--- src/rtl/api_slave_mc.sv ---
// api_slave_mc -- multi-channel Wishbone register slave for CH_NUM API engines.
//
// Decodes LM32 Wishbone accesses into per-channel TX push / RX pop / flush
// strobes and muxes per-channel status back onto the bus. The FIFOs and shift
// engines live outside; this block only decodes, strobes and muxes.
//
// Ports:
//   clk, rst              clock, async active-high reset
//   API_*                 Wishbone slave (CYC/LOCK/CTI/BTE/SEL unused, RTY = 0)
//   txfifo_push/din       one-hot push strobe, shared push data
//   txfull, txcnt         per-channel TX status (packed)
//   rxfifo_pop            one-hot pop strobe
//   rxfifo_dout, rxempty, rxcnt, reg_state   per-channel RX/engine status
//   flush                 per-channel flush pulse, FLUSH_LEN cycles long
//   reg_timeout/sck/ch_num/word_num          shared engine configuration
//   irq                   registered level interrupt, |(status & mask)
//
// Optional: define API_TRAM_EN to map a 512x32 test ROM (api_tram) at 0x1C:
// write sets the ROM address, read returns ROM data.

// Per-channel flush counter: loads FLUSH_LEN, counts down, flush while nonzero.
module api_slave_mc_flush #(
  parameter int FLUSH_LEN = 4
) (
  input  logic clk,
  input  logic rst,
  input  logic load,
  output logic flush
);
  logic [3:0] cnt;

  always_ff @(posedge clk or posedge rst)
    if (rst)             cnt <= '0;
    else if (load)       cnt <= 4'(FLUSH_LEN);
    else if (cnt != '0)  cnt <= cnt - 4'd1;

  assign flush = (cnt != '0);
endmodule

`ifdef API_TRAM_EN
// 512x32 synchronous test ROM with registered output.
module api_tram (
  input  logic        clk,
  input  logic [8:0]  addr,
  output logic [31:0] q
);
  logic [31:0] mem [512];

  initial for (int i = 0; i < 512; i++) mem[i] = '0;

  always_ff @(posedge clk) q <= mem[addr];
endmodule
`endif

module api_slave_mc #(
  parameter int CH_NUM    = 4,
  parameter int CH_W      = 2,
  parameter int RXCNT_W   = 10,
  parameter int TXCNT_W   = 11,
  parameter int FLUSH_LEN = 4
) (
  input  logic                      clk,
  input  logic                      rst,
  input  logic                      API_CYC_I,
  input  logic                      API_STB_I,
  input  logic                      API_WE_I,
  input  logic                      API_LOCK_I,
  input  logic [2:0]                API_CTI_I,
  input  logic [1:0]                API_BTE_I,
  input  logic [3:0]                API_SEL_I,
  input  logic [5:0]                API_ADR_I,
  input  logic [31:0]               API_DAT_I,
  output logic                      API_ACK_O,
  output logic                      API_ERR_O,
  output logic                      API_RTY_O,
  output logic [31:0]               API_DAT_O,
  output logic [CH_NUM-1:0]         txfifo_push,
  output logic [31:0]               txfifo_din,
  input  logic [CH_NUM-1:0]         txfull,
  input  logic [CH_NUM*TXCNT_W-1:0] txcnt,
  output logic [CH_NUM-1:0]         rxfifo_pop,
  input  logic [CH_NUM*32-1:0]      rxfifo_dout,
  input  logic [CH_NUM-1:0]         rxempty,
  input  logic [CH_NUM*RXCNT_W-1:0] rxcnt,
  input  logic [CH_NUM*3-1:0]       reg_state,
  output logic [CH_NUM-1:0]         flush,
  output logic [27:0]               reg_timeout,
  output logic [7:0]                reg_sck,
  output logic [5:0]                reg_ch_num,
  output logic [7:0]                reg_word_num,
  output logic                      irq
);
  localparam logic [3:0] A_TX = 4'h0, A_RX = 4'h1, A_STATE = 4'h2, A_TMO = 4'h3,
                         A_SCK = 4'h4, A_CHSEL = 4'h5, A_IRQ = 4'h6, A_TRAM = 4'h7;

  logic              acc;
  logic [3:0]        adr;
  logic [CH_W-1:0]   sel;
  logic [CH_NUM-1:0] irq_stat, irq_mask, rxempty_q;
  logic [CH_NUM-1:0] push_n, pop_n, flush_ld, irq_set, irq_clr;
  logic              err_n;
  logic [31:0]       rd_data, rx_dout_sel;
  logic [10:0]       txcnt_z;
  logic [9:0]        rxcnt_z;
  logic [2:0]        state_sel;
  logic              unused_ok;

  // ACK/ERR are one-cycle pulses, so gating on them gives one access per 2 cycles.
  assign acc       = API_STB_I & ~API_ACK_O & ~API_ERR_O;
  assign adr       = API_ADR_I[5:2];
  assign API_RTY_O = 1'b0;
  assign unused_ok = ^{API_CYC_I, API_LOCK_I, API_CTI_I, API_BTE_I, API_SEL_I, API_ADR_I[1:0]};

  assign rx_dout_sel = rxfifo_dout[32'(sel)*32 +: 32];
  assign txcnt_z     = 11'(txcnt[32'(sel)*TXCNT_W +: TXCNT_W]);
  assign rxcnt_z     = 10'(rxcnt[32'(sel)*RXCNT_W +: RXCNT_W]);
  assign state_sel   = reg_state[32'(sel)*3 +: 3];

`ifdef API_TRAM_EN
  logic [8:0]  tram_addr;
  logic [31:0] tram_q;

  api_tram u_tram (.clk(clk), .addr(tram_addr), .q(tram_q));

  always_ff @(posedge clk or posedge rst)
    if (rst)                                      tram_addr <= '0;
    else if (acc && API_WE_I && adr == A_TRAM)    tram_addr <= API_DAT_I[8:0];
`endif

  // Access decode: read mux, strobes and error response.
  always_comb begin
    rd_data  = 32'hDEADDEAD;
    push_n   = '0;
    pop_n    = '0;
    flush_ld = '0;
    irq_clr  = '0;
    err_n    = 1'b0;
    if (acc) begin
      case (adr)
        A_TX:
          if (API_WE_I) begin
            if (txfull[sel]) err_n = 1'b1;
            else             push_n[sel] = 1'b1;
          end
        A_RX:
          if (!rxempty[sel]) begin
            rd_data = rx_dout_sel;
            if (!API_WE_I) pop_n[sel] = 1'b1;
          end else begin
            rd_data = 32'h12345678;
          end
        A_STATE: begin
          rd_data = {2'b0, rxcnt_z, 3'b0, rxempty[sel], state_sel, txcnt_z,
                     flush[sel], txfull[sel]};
          if (API_WE_I && API_DAT_I[1]) flush_ld[sel] = 1'b1;
        end
        A_TMO:   rd_data = {4'b0, reg_timeout};
        A_SCK:   rd_data = {reg_word_num, 2'b0, reg_ch_num, 8'b0, reg_sck};
        A_CHSEL: rd_data = 32'(sel);
        A_IRQ: begin
          rd_data = {16'(irq_mask), 16'(irq_stat)};
          if (API_WE_I) irq_clr = API_DAT_I[CH_NUM-1:0];
        end
`ifdef API_TRAM_EN
        A_TRAM:  rd_data = tram_q;
`endif
        default: rd_data = 32'hDEADDEAD;
      endcase
    end
  end

  // Falling edge of rxempty: data just arrived in that channel's RX FIFO.
  assign irq_set = rxempty_q & ~rxempty;

  always_ff @(posedge clk or posedge rst) begin
    if (rst) begin
      API_ACK_O    <= 1'b0;
      API_ERR_O    <= 1'b0;
      API_DAT_O    <= '0;
      txfifo_push  <= '0;
      txfifo_din   <= '0;
      rxfifo_pop   <= '0;
      sel          <= '0;
      reg_timeout  <= '0;
      reg_sck      <= '0;
      reg_ch_num   <= '0;
      reg_word_num <= '0;
      irq_stat     <= '0;
      irq_mask     <= '0;
      rxempty_q    <= '0;
      irq          <= 1'b0;
    end else begin
      API_ACK_O   <= acc & ~err_n;
      API_ERR_O   <= acc & err_n;
      API_DAT_O   <= (acc && !API_WE_I) ? rd_data : '0;
      txfifo_push <= push_n;
      rxfifo_pop  <= pop_n;
      if (push_n != '0) txfifo_din <= API_DAT_I;
      if (acc && API_WE_I) begin
        case (adr)
          A_TMO: reg_timeout <= API_DAT_I[27:0];
          A_SCK: begin
            reg_word_num <= API_DAT_I[31:24];
            reg_ch_num   <= API_DAT_I[21:16];
            reg_sck      <= API_DAT_I[7:0];
          end
          A_CHSEL: if (API_DAT_I < 32'(CH_NUM)) sel <= API_DAT_I[CH_W-1:0];
          A_IRQ:   irq_mask <= API_DAT_I[16 +: CH_NUM];
          default: ;
        endcase
      end
      rxempty_q <= rxempty;
      // A new edge in the same cycle as a W1C clear must not be lost.
      irq_stat  <= (irq_stat & ~irq_clr) | irq_set;
      irq       <= |(irq_stat & irq_mask);
    end
  end

  for (genvar n = 0; n < CH_NUM; n++) begin : g_ch
    api_slave_mc_flush #(.FLUSH_LEN(FLUSH_LEN)) u_flush (
      .clk(clk), .rst(rst), .load(flush_ld[n]), .flush(flush[n])
    );
  end
endmodule

--- config.mk ---
export PLATFORM = sky130hd
export DESIGN_NAME = api_slave_mc
export DESIGN_NICKNAME = d
export VERILOG_FILES = /design/src/rtl/api_slave_mc.sv
export SDC_FILE = /design/constraint.sdc
export NUM_CORES = 1
export LEC_CHECK = 0
export BUFFER_PORTS_ARGS = -buffer_cell sky130_fd_sc_hd__buf_2
export CAP_MARGIN = 10
export CORE_AREA = 2 2 159 161
export CTS_CLUSTER_SIZE = 24
export DETAILED_ROUTE_END_ITERATION = 8
export DIE_AREA = 0 0 161 163
export MAX_ROUTING_LAYER = met4
export PLACE_DENSITY = 0.71
export SYNTH_ARGS = -nofsm -noshare
export SYNTH_HDL_FRONTEND = slang
export SYNTH_SLANG_ARGS = --single-unit
--- constraint.sdc ---
create_clock -name clk -period 10.15 [get_ports clk]
set_clock_uncertainty 0.1 [all_clocks]
set_input_delay 1.015 -clock clk [delete_from_list [all_inputs] [get_ports clk]]
set_output_delay 1.015 -clock clk [all_outputs]
set_load 0.05 [all_outputs]
==> impl_metrics.csv, run 1 <==
group,metric,value,unit
sta,holdWs,382,ps
clock_tree,clkTransAtPathRegs,70,ps
worst_setup_path,worstPathMaxFanout,48,
place,dpl.hpwl,25000,µm
power_and_ir_drop,powerDensity,172,nW/µm²
worst_setup_path,cp_num_cells,6,
worst_setup_path,critical_path.top_delay_family,"buffers and inverters",
yosys,yosysWarningCount,0,
layout,synthToLayoutAreaGrowth,35.3,%
sta,period_minus_slack,3420,ps
grt,antenna_found_initial,7,
worst_setup_path,cp_common_cell,"buf_4",
layout,drive_gt1_share,56.1,%
layout,fin_util,44.4,%
power_and_ir_drop,p_sw_share,36.8,%
floorplan,pin_count,415,
grt,grt_first_pass_wirelength,45900,µm
grt,grt_max_degree,89,
power_and_ir_drop,ir_drop,0.000102,V
clock_tree,cts.path.max_buffers,2,
clock_tree,cts-root-buf,"clkbuf_16",
worst_hold_path,hold_path_class,"reg2reg",
power_and_ir_drop,p_total,1890,µW
sta,setup_viol,0,
worst_setup_path,worstSetupPathType,"reg2reg",
worst_setup_path,crit_chain,"buf_4 > mux4_2 > nor2b_1 > buf_4 > a222oi_1 > nor2_1",
drt,wl_per_cell,23.7,µm
sta,finalSetupTns,0,ps
sta,fin_crit_sh,33.7,%
clock_tree,cts_resized,0,
yosys,synth_area_per_cell,12.9,µm²
floorplan,die_area,26200,µm²
drt,drc,0,
worst_setup_path,crit_buf_inv,2,
power_and_ir_drop,clock_power_share,34.6,%
worst_setup_path,start_kind,"register",
outcome,outcome,"complete, no violations",
worst_setup_path,crit_required,10400,ps
power_and_ir_drop,seq_power_share,39.3,%
worst_setup_path,crit_path_max_incr_delay,810,ps
grt,grt_pass1_vias,7315,
yosys,async_flop_share,100,%
worst_setup_path,crit_arrival,3670,ps
layout,multi_input_area,3910,µm²
drt,drt_iter0_drc,630,
yosys,synth_enable_flop_cells,0,
power_and_ir_drop,p_int,1190,µW
yosys,ys_seq_area_share,47.9,%
sta,clock.fmax,292,MHz
drt,num_vias,7356,
floorplan,core_area,24700,µm²
floorplan,die_w,161,µm
floorplan,rows,58,
floorplan,initial_core_util,32.8,%
sta,tightest_slew,1080,ps
clock_tree,htreeDepth,4,
clock_tree,numCtsBuffers,17,
clock_tree,hold_buffers,0,
drt,drtAntennaViolNets,0,
yosys,syn-num-nets,918,
yosys,yosys.area.top_type,"dfrtp_1",
clock_tree,clkLatencyLatePin,430,ps
layout,nets,1296,
yosys,yosys.cell_types.count,53,
clock_tree,cts.sinks,155,
floorplan,dieHeight,163,µm
power_and_ir_drop,power.net_switching,695,µW
yosys,syn_area,8100,µm²
worst_setup_path,crit_slowest_cell,"mux4_2",
power_and_ir_drop,pwr-share-comb,26.1,%
clock_tree,cts_tree,"done",
grt,grt_usage,24.7,%
layout,finalNonFillerCells,1357,
worst_hold_path,hold_depth,1,
yosys,synth_ff_type,"dfrtp_1",
power_and_ir_drop,p_leak,0.00539,µW
place,place_congestion,0.892,
sta,rsz0062_at_grt,"no",
worst_setup_path,rr_worst_depth,6,
yosys,netlist_instances,629,
layout,final-seq-area,3880,µm²
grt,grt_overflow,0,
drt,viasPerCell,5.42,
drt,drtPass1Iterations,6,
yosys,synthTopCellsByArea,"dfrtp_1, mux4_2, mux2_2, mux2_1, nand2_1",
worst_setup_path,endpoint_kind,"register",
yosys,synth_seq_cells,155,
place,dp.cells,1318,
layout,num-fill-cells,2379,
drt,routed_wl,32200,µm
sta,relSlewSlack,27.8,%
clock_tree,cts_setup_buffers,0,
sta,drv_slew,0,
run,max_cap_viol_count,0,
sta,finalHoldViolations,0,
place,numPortBuffers,400,
yosys,yosysTopAreaCellShare,47.9,%
[through the flow]
step / area (µm²) / setup slack (ps)
floorplan: 8100 / 4860
global placement: 10300 / 6500
detailed placement: 10300 / 6500
CTS: 10900 / 6670
global route: 11000 / 6510
finish: 11000 / 6730
[per-layer routing]
layer | routed length, µm | GRT usage, % | share of wire, % | vias up
li1 | - | - | - | 3178
met1 | 14400 | 34.2 | 45 | 3740
met3 | 2800 | 7.54 | 8.7 | 21
met5 | 0 | - | 0 | -
met4 | 241 | 5.19 | 0.75 | 0
met2 | 14700 | 35.9 | 46 | 417
[flip-flops by register name, indices dropped and copies added, names as in the netlist, 4 cells and up]
| name | flops |
|---|---|
| g_ch.u_flush.cnt | 16 |
| txfifo_push | 4 |
| rxfifo_pop | 4 |
| API_DAT_O | 32 |
| irq_mask | 4 |
| rxempty_q | 4 |
| txfifo_din | 32 |
| reg_ch_num | 6 |
| reg_timeout | 28 |
| reg_sck | 8 |
| reg_word_num | 8 |
| irq_stat | 4 |
[cell usage in the layout, fill, tap and decap left out, drive strengths merged, types with 5 or more instances in the layout]
cell type and instances:
mux2 88, or3b 7, a221oi 14, dfrtp 155, a222oi 5, a22oi 8, nor2b 6, buf 409
nor2 31, clkbuf 18, diode 7, a31oi 10, a21oi 25, nand2 37, clkinv 5, or3 5
nand2b 8, mux4 58, nor4 7, o21ai 27, nor3 11, inv 26
[cell type report]
| type | instances | area share, % |
|---|---|---|
| clock inverters | 14 | 1.39 |
| multi-input cells | 406 | 35.7 |
| clock buffers | 18 | 4.01 |
| flip-flops and latches | 155 | 35.5 |
| repair buffers | 409 | 18.9 |
| well taps | 330 | 3.77 |
| diodes | 7 | 0.160 |
| inverters | 18 | 0.662 |
[cell usage after synthesis (2+ instances only)]
cell type and n:
dfrtp_1 155, mux2_2 58, mux4_2 58, nand2_1 37
mux2_1 30, nor2_1 30, o21ai_0 27, clkbuf_1 26
a21oi_1 25, inv_1 18, a221oi_1 14, buf_2 11
nor3_1 11, a31oi_1 10, a22oi_1 8, nand2b_1 8
nor4_1 7, or3b_2 7, nor2b_1 6, a222oi_1 5
buf_1 5, buf_4 5, or3_1 5, a211oi_1 4
a22o_1 4, ha_1 4, o221ai_1 4, xnor2_1 4
a221o_1 3, a41oi_1 3, and2_0 3, buf_8 3
nand3b_1 3, nand4_1 3, o211ai_1 3, and3_1 2
nand3_1 2, nor4b_1 2, o311ai_0 2
[path summary, 6_finish.rpt]
check | start | endpoint | slack, ps
max | sel[0]$_DFFE_PP0P_ | API_DAT_O[29]$_DFF_PP0_ | 6730
max reg2reg | sel[0]$_DFFE_PP0P_ | API_DAT_O[29]$_DFF_PP0_ | 6730
min in group asynchronous | rst | API_DAT_O[13]$_DFF_PP0_ | 610
min reg2reg | rxempty_q[1]$_DFF_PP0_ | irq_stat[1]$_DFF_PP0_ | 380
min | rxempty_q[1]$_DFF_PP0_ | irq_stat[1]$_DFF_PP0_ | 380
max in group asynchronous | rst | sel[0]$_DFFE_PP0P_ | 7840
[power by group through the flow]
stage	Clock (µW)	Combinational, µW	Sequential (µW)
2_1_floorplan	0	135	923
3_3_place_gp	0	484	748
3_5_place_dp	0	491	750
4_1_cts	666	492	739
5_1_grt	690	516	748
6_report	653	492	741
[logic make-up (layout without fill, tap and decap cells)]
group | after synthesis | in the layout | share of synthesized area [%]
flip-flops | 155 | 155 | 47.9
multiplexers | 147 | 147 | 28.5
AND/OR/NAND/NOR | 133 | 133 | 8.66
AO/OA/AOI/OAI | 117 | 117 | 9.86
buffers and inverters | 68 | 459 | 3.97
adder cells (fa/ha/maj) | 4 | 4 | 0.618
XOR/XNOR | 4 | 4 | 0.433
other | 1 | 8 | 0.0463
Power figures use the tool's default switching activity.
==> run 2: changes to the inputs <==
==> constraint.sdc (replaced) <==
create_clock -name clk -period 3.3 [get_ports clk]
set_clock_uncertainty 0.1 [all_clocks]
set_input_delay 0.33 -clock clk [delete_from_list [all_inputs] [get_ports clk]]
set_output_delay 0.33 -clock clk [all_outputs]
set_load 0.05 [all_outputs]
==> run 2 against run 1 <==
Against the previous run:
- non-clock buffer count increased by 14
- combinational power rose to 3.1 times the previous value
- cell count increased by 0.59%
- utilization grew 0.66 points
- via count is 1.1% higher
- design area rose by 1.5%
- register-to-register slack got worse by 6200 ps
- sequential share of layout area shrank 0.52 points
- die area is the same
- critical path depth fell by 2
- critical path type unchanged
- highest routed layer unchanged
==> impl_metrics.csv, run 2 (synthesis results as in run 1) <==
group,metric,value,unit
worst_setup_path,crit_buf_inv,0,
floorplan,pin_count,415,
worst_setup_path,start_kind,"register",
run,max_cap_viol_count,0,
power_and_ir_drop,p_int,3760,µW
outcome,outcome,"complete, no violations",
worst_setup_path,cp_num_cells,4,
sta,holdWs,53.9,ps
layout,synthToLayoutAreaGrowth,37.3,%
drt,num_vias,7434,
sta,clock.fmax,367,MHz
worst_setup_path,crit_chain,"mux4_2 > or4_4 > nor2_8 > mux2_1",
worst_setup_path,worstPathMaxFanout,32,
worst_setup_path,r2r_start,"sel[0]$_DFFE_PP0P_",
layout,final_common_cell,"buf_2",
power_and_ir_drop,p_total,5890,µW
floorplan,initial_core_util,32.8,%
place,place_congestion,0.873,
sta,drv_slew,0,
grt,grt_first_pass_wirelength,45100,µm
sta,finalHoldViolations,0,
floorplan,die_w,161,µm
clock_tree,cts_resized,0,
drt,drc,0,
floorplan,die_area,26200,µm²
worst_hold_path,hold_path_class,"in2reg",
place,numPortBuffers,400,
clock_tree,cts-root-buf,"clkbuf_16",
grt,grt_max_degree,66,
power_and_ir_drop,clock_power_share,35.3,%
sta,period_minus_slack,2720,ps
drt,drt_iter0_drc,672,
drt,drtPass1Iterations,6,
drt,viasPerCell,5.45,
layout,drive_gt1_share,56.2,%
worst_setup_path,crit_end,"txfifo_din[11]$_DFFE_PP0P_",
layout,final_area,11100,µm²
worst_setup_path,critPathLaunch,"sel[0]$_DFFE_PP0P_",
layout,num-fill-cells,2335,
floorplan,dieHeight,163,µm
layout,nets,1310,
drt,wl_per_cell,23.1,µm
clock_tree,clkLatencyLatePin,420,ps
worst_setup_path,worstSetupPathType,"reg2reg",
place,dp.cells,1327,
floorplan,rows,58,
worst_setup_path,crit_slowest_cell,"or4_4",
clock_tree,cts_tree,"done",
place,dpl.hpwl,24500,µm
clock_tree,htreeDepth,4,
worst_setup_path,timing.rr.end,"txfifo_din[11]$_DFFE_PP0P_",
power_and_ir_drop,pwr-share-comb,25.9,%
worst_setup_path,crit_arrival,2920,ps
sta,relSlewSlack,44.7,%
power_and_ir_drop,seq_power_share,38.8,%
drt,drtAntennaViolNets,0,
worst_setup_path,r2r_slack,580,ps
sta,tightest_slew,830,ps
clock_tree,cts.sinks,155,
power_and_ir_drop,powerDensity,529,nW/µm²
grt,antenna_found_initial,1,
sta,finalSetupTns,0,ps
sta,rsz0062_at_grt,"no",
grt,grt_pass1_vias,7326,
power_and_ir_drop,power.net_switching,2130,µW
clock_tree,clkTransAtPathRegs,70,ps
power_and_ir_drop,p_sw_share,36.2,%
worst_setup_path,crit_required,3500,ps
grt,grt_overflow,0,
power_and_ir_drop,p_leak,0.00547,µW
floorplan,core_area,24700,µm²
clock_tree,cts_setup_buffers,0,
worst_setup_path,rr_worst_depth,4,
worst_setup_path,endpoint_kind,"register",
grt,grt_usage,24.0,%
worst_setup_path,critical_path.top_delay_family,"simple AND/OR/NAND/NOR gates",
worst_setup_path,crit_path_max_incr_delay,580,ps
place,dpl_cell_area,10400,µm²
layout,final_cell_mix,"buf_2, dfrtp_1, mux4_2, mux2_2, nand2_1",
layout,top_regs,"API_DAT_O (32), txfifo_din (32), reg_timeout (28)",
layout,finalNonFillerCells,1365,
drt,routed_wl,31500,µm
clock_tree,numCtsBuffers,17,
sta,fin_crit_sh,82.5,%
clock_tree,cts.path.max_buffers,2,
sta,setup_viol,0,
power_and_ir_drop,ir_drop,0.000327,V
-- run 2: changes by cell type in the layout (fill, tap and decap cells not counted), sizes merged --
| cell | change |
|---|---|
| dlygate4sd3 | +5 |
| clkinvlp | +1 |
| inv | -2 |
| bufinv | +1 |
| buf | +9 |
| diode | -6 |
-- run 2: worst min path at each step --
stage,depth (start not counted),endpoint,from
6_report,2,txfifo_din[23]$_DFFE_PP0P_,API_DAT_I[23]
4_1_cts,2,txfifo_din[23]$_DFFE_PP0P_,API_DAT_I[23]
3_3_place_gp,1,irq_stat[0]$_DFF_PP0_,rxempty_q[0]$_DFF_PP0_
3_5_place_dp,1,irq_stat[0]$_DFF_PP0_,rxempty_q[0]$_DFF_PP0_
2_1_floorplan,0,rxempty_q[0]$_DFF_PP0_,rxempty[0]
5_1_grt,2,txfifo_din[14]$_DFFE_PP0P_,API_DAT_I[14]
-- run 2: layer usage --
metal	GRT usage, %	wire (µm)	share of wire (%)	up-vias
li1	-	-	-	3195
met1	33.9	14000	44	3752
met2	35.2	14200	45	453
met3	6.11	3040	9.6	34
met4	5.11	372	1.2	0
met5	-	0	0	-
-- run 2: layout make-up --
cell class | count | area, µm² | area share [%]
multi-input cells | 406 | 3910 | 35.1
clock buffers | 18 | 439 | 3.95
diodes | 1 | 2.50 | 0.0225
repair buffers | 423 | 2220 | 20.0
well taps | 330 | 413 | 3.71
flip-flops and latches | 155 | 3880 | 34.9
clock inverters | 14 | 178 | 1.60
inverters | 18 | 71.3 | 0.641
-- run 2: through the flow --
step | utilization (%) | worst slack [ps]
after floorplan | - | 911
after global placement | 42.3 | 604
after detailed placement | 42.3 | 590
after CTS | 45.1 | 578
after global routing | 45.1 | 519
final | 45.1 | 576
-- run 2: worst reg2reg max path, delay by kind of cell (launching register included) --
| kind | cells | cell delay [ps] |
|---|---|---|
| AND/OR/NAND/NOR | 2 | 1090 |
| multiplexers | 2 | 990 |
| flip-flops | 1 | 440 |
-- run 2: power by group through the flow --
stage / Sequential [µW] / Clock, µW / Combinational (µW)
detailed placement: 2310 / 0 / 1510
floorplan: 2840 / 0 / 417
finish: 2290 / 2080 / 1520
global placement: 2310 / 0 / 1490
CTS: 2280 / 2110 / 1530
global route: 2310 / 2200 / 1600
-- run 2: repair_timing --
item | in CTS | in global routing
hold buffers | 5 | 0
setup endpoints to repair | 0 | 0
endpoints found under the hold margin | 30 | 0
==> run 3: changes to the inputs <==
--- a/config.mk
+++ b/config.mk
@@ -12,7 +12,7 @@
 export DETAILED_ROUTE_END_ITERATION = 8
 export DIE_AREA = 0 0 161 163
 export MAX_ROUTING_LAYER = met4
-export PLACE_DENSITY = 0.71
+export PLACE_DENSITY = 0.74
 export SYNTH_ARGS = -nofsm -noshare
 export SYNTH_HDL_FRONTEND = slang
 export SYNTH_SLANG_ARGS = --single-unit
==> constraint.sdc (replaced) <==
create_clock -name clk -period 2.3 [get_ports clk]
set_clock_uncertainty 0.1 [all_clocks]
set_input_delay 0.23 -clock clk [delete_from_list [all_inputs] [get_ports clk]]
set_output_delay 0.23 -clock clk [all_outputs]
set_load 0.05 [all_outputs]
==> run 3 against run 2 <==
Against the previous run:
- the flow now finishes with violations (negative setup slack)
- maximum frequency rose by 13%
- die area unchanged
- critical path depth grew 1
- largest cell class unchanged
- largest power group unchanged
==> impl_metrics.csv, run 3 (synthesis results as in run 1) <==
group,metric,value,unit
worst_setup_path,crit_required,2500,ps
grt,grt_first_pass_wirelength,47200,µm
clock_tree,htreeDepth,4,
layout,drive_gt1_share,56.8,%
worst_setup_path,critical_path.top_delay_family,"multiplexers",
sta,setup_viol,32,
power_and_ir_drop,p_sw_share,36.7,%
clock_tree,clkTransAtPathRegs,70,ps
floorplan,pin_count,415,
place,dpl.hpwl,25600,µm
drt,wl_per_cell,23.1,µm
clock_tree,numCtsBuffers,17,
worst_setup_path,start_kind,"register",
layout,top_regs,"API_DAT_O (32), txfifo_din (32), reg_timeout (28)",
worst_setup_path,cp_num_cells,5,
power_and_ir_drop,p_leak,0.00573,µW
grt,grt_usage,25.1,%
worst_setup_path,worstPathMaxFanout,32,
sta,rsz0062_at_grt,"yes",
place,post-place-ws,-93.8,ps
drt,viasPerCell,5.38,
sta,setup_slack,-100,ps
drt,drtAntennaViolNets,0,
run,max_cap_viol_count,0,
outcome,outcome,"complete, but fails checks",
sta,finalHoldViolations,0,
sta,tightest_slew,555,ps
layout,final_common_cell,"buf_2",
power_and_ir_drop,ir_drop,0.000503,V
sta,period_minus_slack,2400,ps
drt,wl_met1,13700,µm
layout,final_area,11700,µm²
drt,num_vias,7638,
clock_tree,clkLatencyLatePin,420,ps
sta,relSlewSlack,62.9,%
clock_tree,cts_setup_buffers,0,
layout,nets,1365,
power_and_ir_drop,p_int,5310,µW
floorplan,core_area,24700,µm²
worst_setup_path,crit_slowest_cell,"or4_4",
drt,top_layer_used,"met4",
place,dpl_cell_area,10800,µm²
place,place_congestion,0.846,
floorplan,initial_core_util,32.8,%
drt,drt_iter0_drc,697,
floorplan,die_w,161,µm
worst_setup_path,endpoint_kind,"register",
clock_tree,cts_tree,"done",
sta,clock.fmax,417,MHz
drt,wl_met3,3290,µm
grt,grt_overflow,0,
clock_tree,cts.sinks,155,
worst_setup_path,crit_arrival,2600,ps
grt,antenna_found_initial,1,
power_and_ir_drop,seq_power_share,39.2,%
worst_hold_path,hold_path_class,"in2reg",
drt,routed_wl,32800,µm
floorplan,die_area,26200,µm²
clock_tree,cts-root-buf,"clkbuf_16",
clock_tree,cts.path.max_buffers,2,
sta,holdWs,11.0,ps
drt,drtPass1Iterations,5,
outcome,violations,"negative setup slack",
worst_setup_path,crit_path_max_incr_delay,540,ps
layout,final_cell_mix,"buf_2, dfrtp_1, mux4_2, mux2_2, buf_4",
power_and_ir_drop,pwr-share-comb,27.0,%
drt,drc,0,
grt,grt_max_degree,68,
power_and_ir_drop,powerDensity,719,nW/µm²
sta,drv_slew,0,
drt,met2_wirelength,15500,µm
layout,synthToLayoutAreaGrowth,44.1,%
grt,grt_pass1_vias,7547,
worst_setup_path,rr_worst_depth,5,
worst_setup_path,crit_buf_inv,1,
place,numPortBuffers,400,
power_and_ir_drop,clock_power_share,33.8,%
worst_setup_path,crit_chain,"mux4_2 > or4_4 > nor2_8 > buf_12 > mux2_1",
worst_setup_path,worstSetupPathType,"reg2reg",
floorplan,rows,58,
floorplan,dieHeight,163,µm
worst_hold_path,hold_depth,2,
sta,fin_crit_sh,104,%
power_and_ir_drop,power.net_switching,3080,µW
run 3: cell types whose count changed in the layout (fill, tap and decap cells not counted), sizes merged:
cell | before | now
clkinvlp | 1 | 4
buf | 418 | 454
bufinv | 2 | 1
dlygate4sd3 | 5 | 23
inv | 24 | 23
run 3: cell type report:
cell class	instances	area [µm²]
flip-flops and latches	155	3880
multi-input cells	406	3910
diodes	1	2.50
repair buffers	478	2800
clock buffers	17	425
fillers	2294	13000
inverters	18	71.3
well taps	330	413
clock inverters	15	160
run 3: routing by layer:
layer,vias to the layer above,GRT usage [%]
li1,3307,-
met1,3851,34.5
met2,447,38.2
met3,33,6.19
met4,0,4.71
met5,-,-
run 3: power groups by stage:
stage / clock, µW / combinational, µW / sequential, µW
final: 2840 / 2260 / 3290
after detailed placement: 0 / 2220 / 3330
after floorplan: 0 / 598 / 4070
after global placement: 0 / 2190 / 3320
after global routing: 3010 / 2370 / 3320
after CTS: 2900 / 2260 / 3280
run 3: final timing paths:
kind                                                 endpoint                    from  slack (ps)
hold / removal                      txfifo_din[5]$_DFFE_PP0P_            API_DAT_I[5]          10
max in group asynchronous  g_ch[3].u_flush.cnt[3]$_DFFE_PP0P_                     rst        1120
setup reg to reg                   txfifo_din[15]$_DFFE_PP0P_      sel[0]$_DFFE_PP0P_        -100
hold reg to reg                         irq_stat[2]$_DFF_PP0_  rxempty_q[2]$_DFF_PP0_         380
setup / recovery                   txfifo_din[15]$_DFFE_PP0P_      sel[0]$_DFFE_PP0P_        -100
min in group asynchronous             API_DAT_O[30]$_DFF_PP0_                     rst         320
run 3: stage by stage:
stage / total power (µW) / instances / util, % / TNS, ps
2_1_floorplan: 4670 / 629 / - / 0
3_3_place_gp: 5510 / 1364 / 43.9 / -1910
3_5_place_dp: 5550 / 1364 / 43.9 / -2500
4_1_cts: 8440 / 1418 / 47.2 / -2560
5_1_grt: 8710 / 1420 / 47.3 / -4120
6_report: 8390 / 1420 / 47.3 / -2480
run 3: what timing repair did:
item	CTS	global route
pin swaps	0	1
setup endpoints to repair	33	40
resized for setup	1	4
hold buffers	22	1
endpoints found under the hold margin	52	2
cloned	0	0
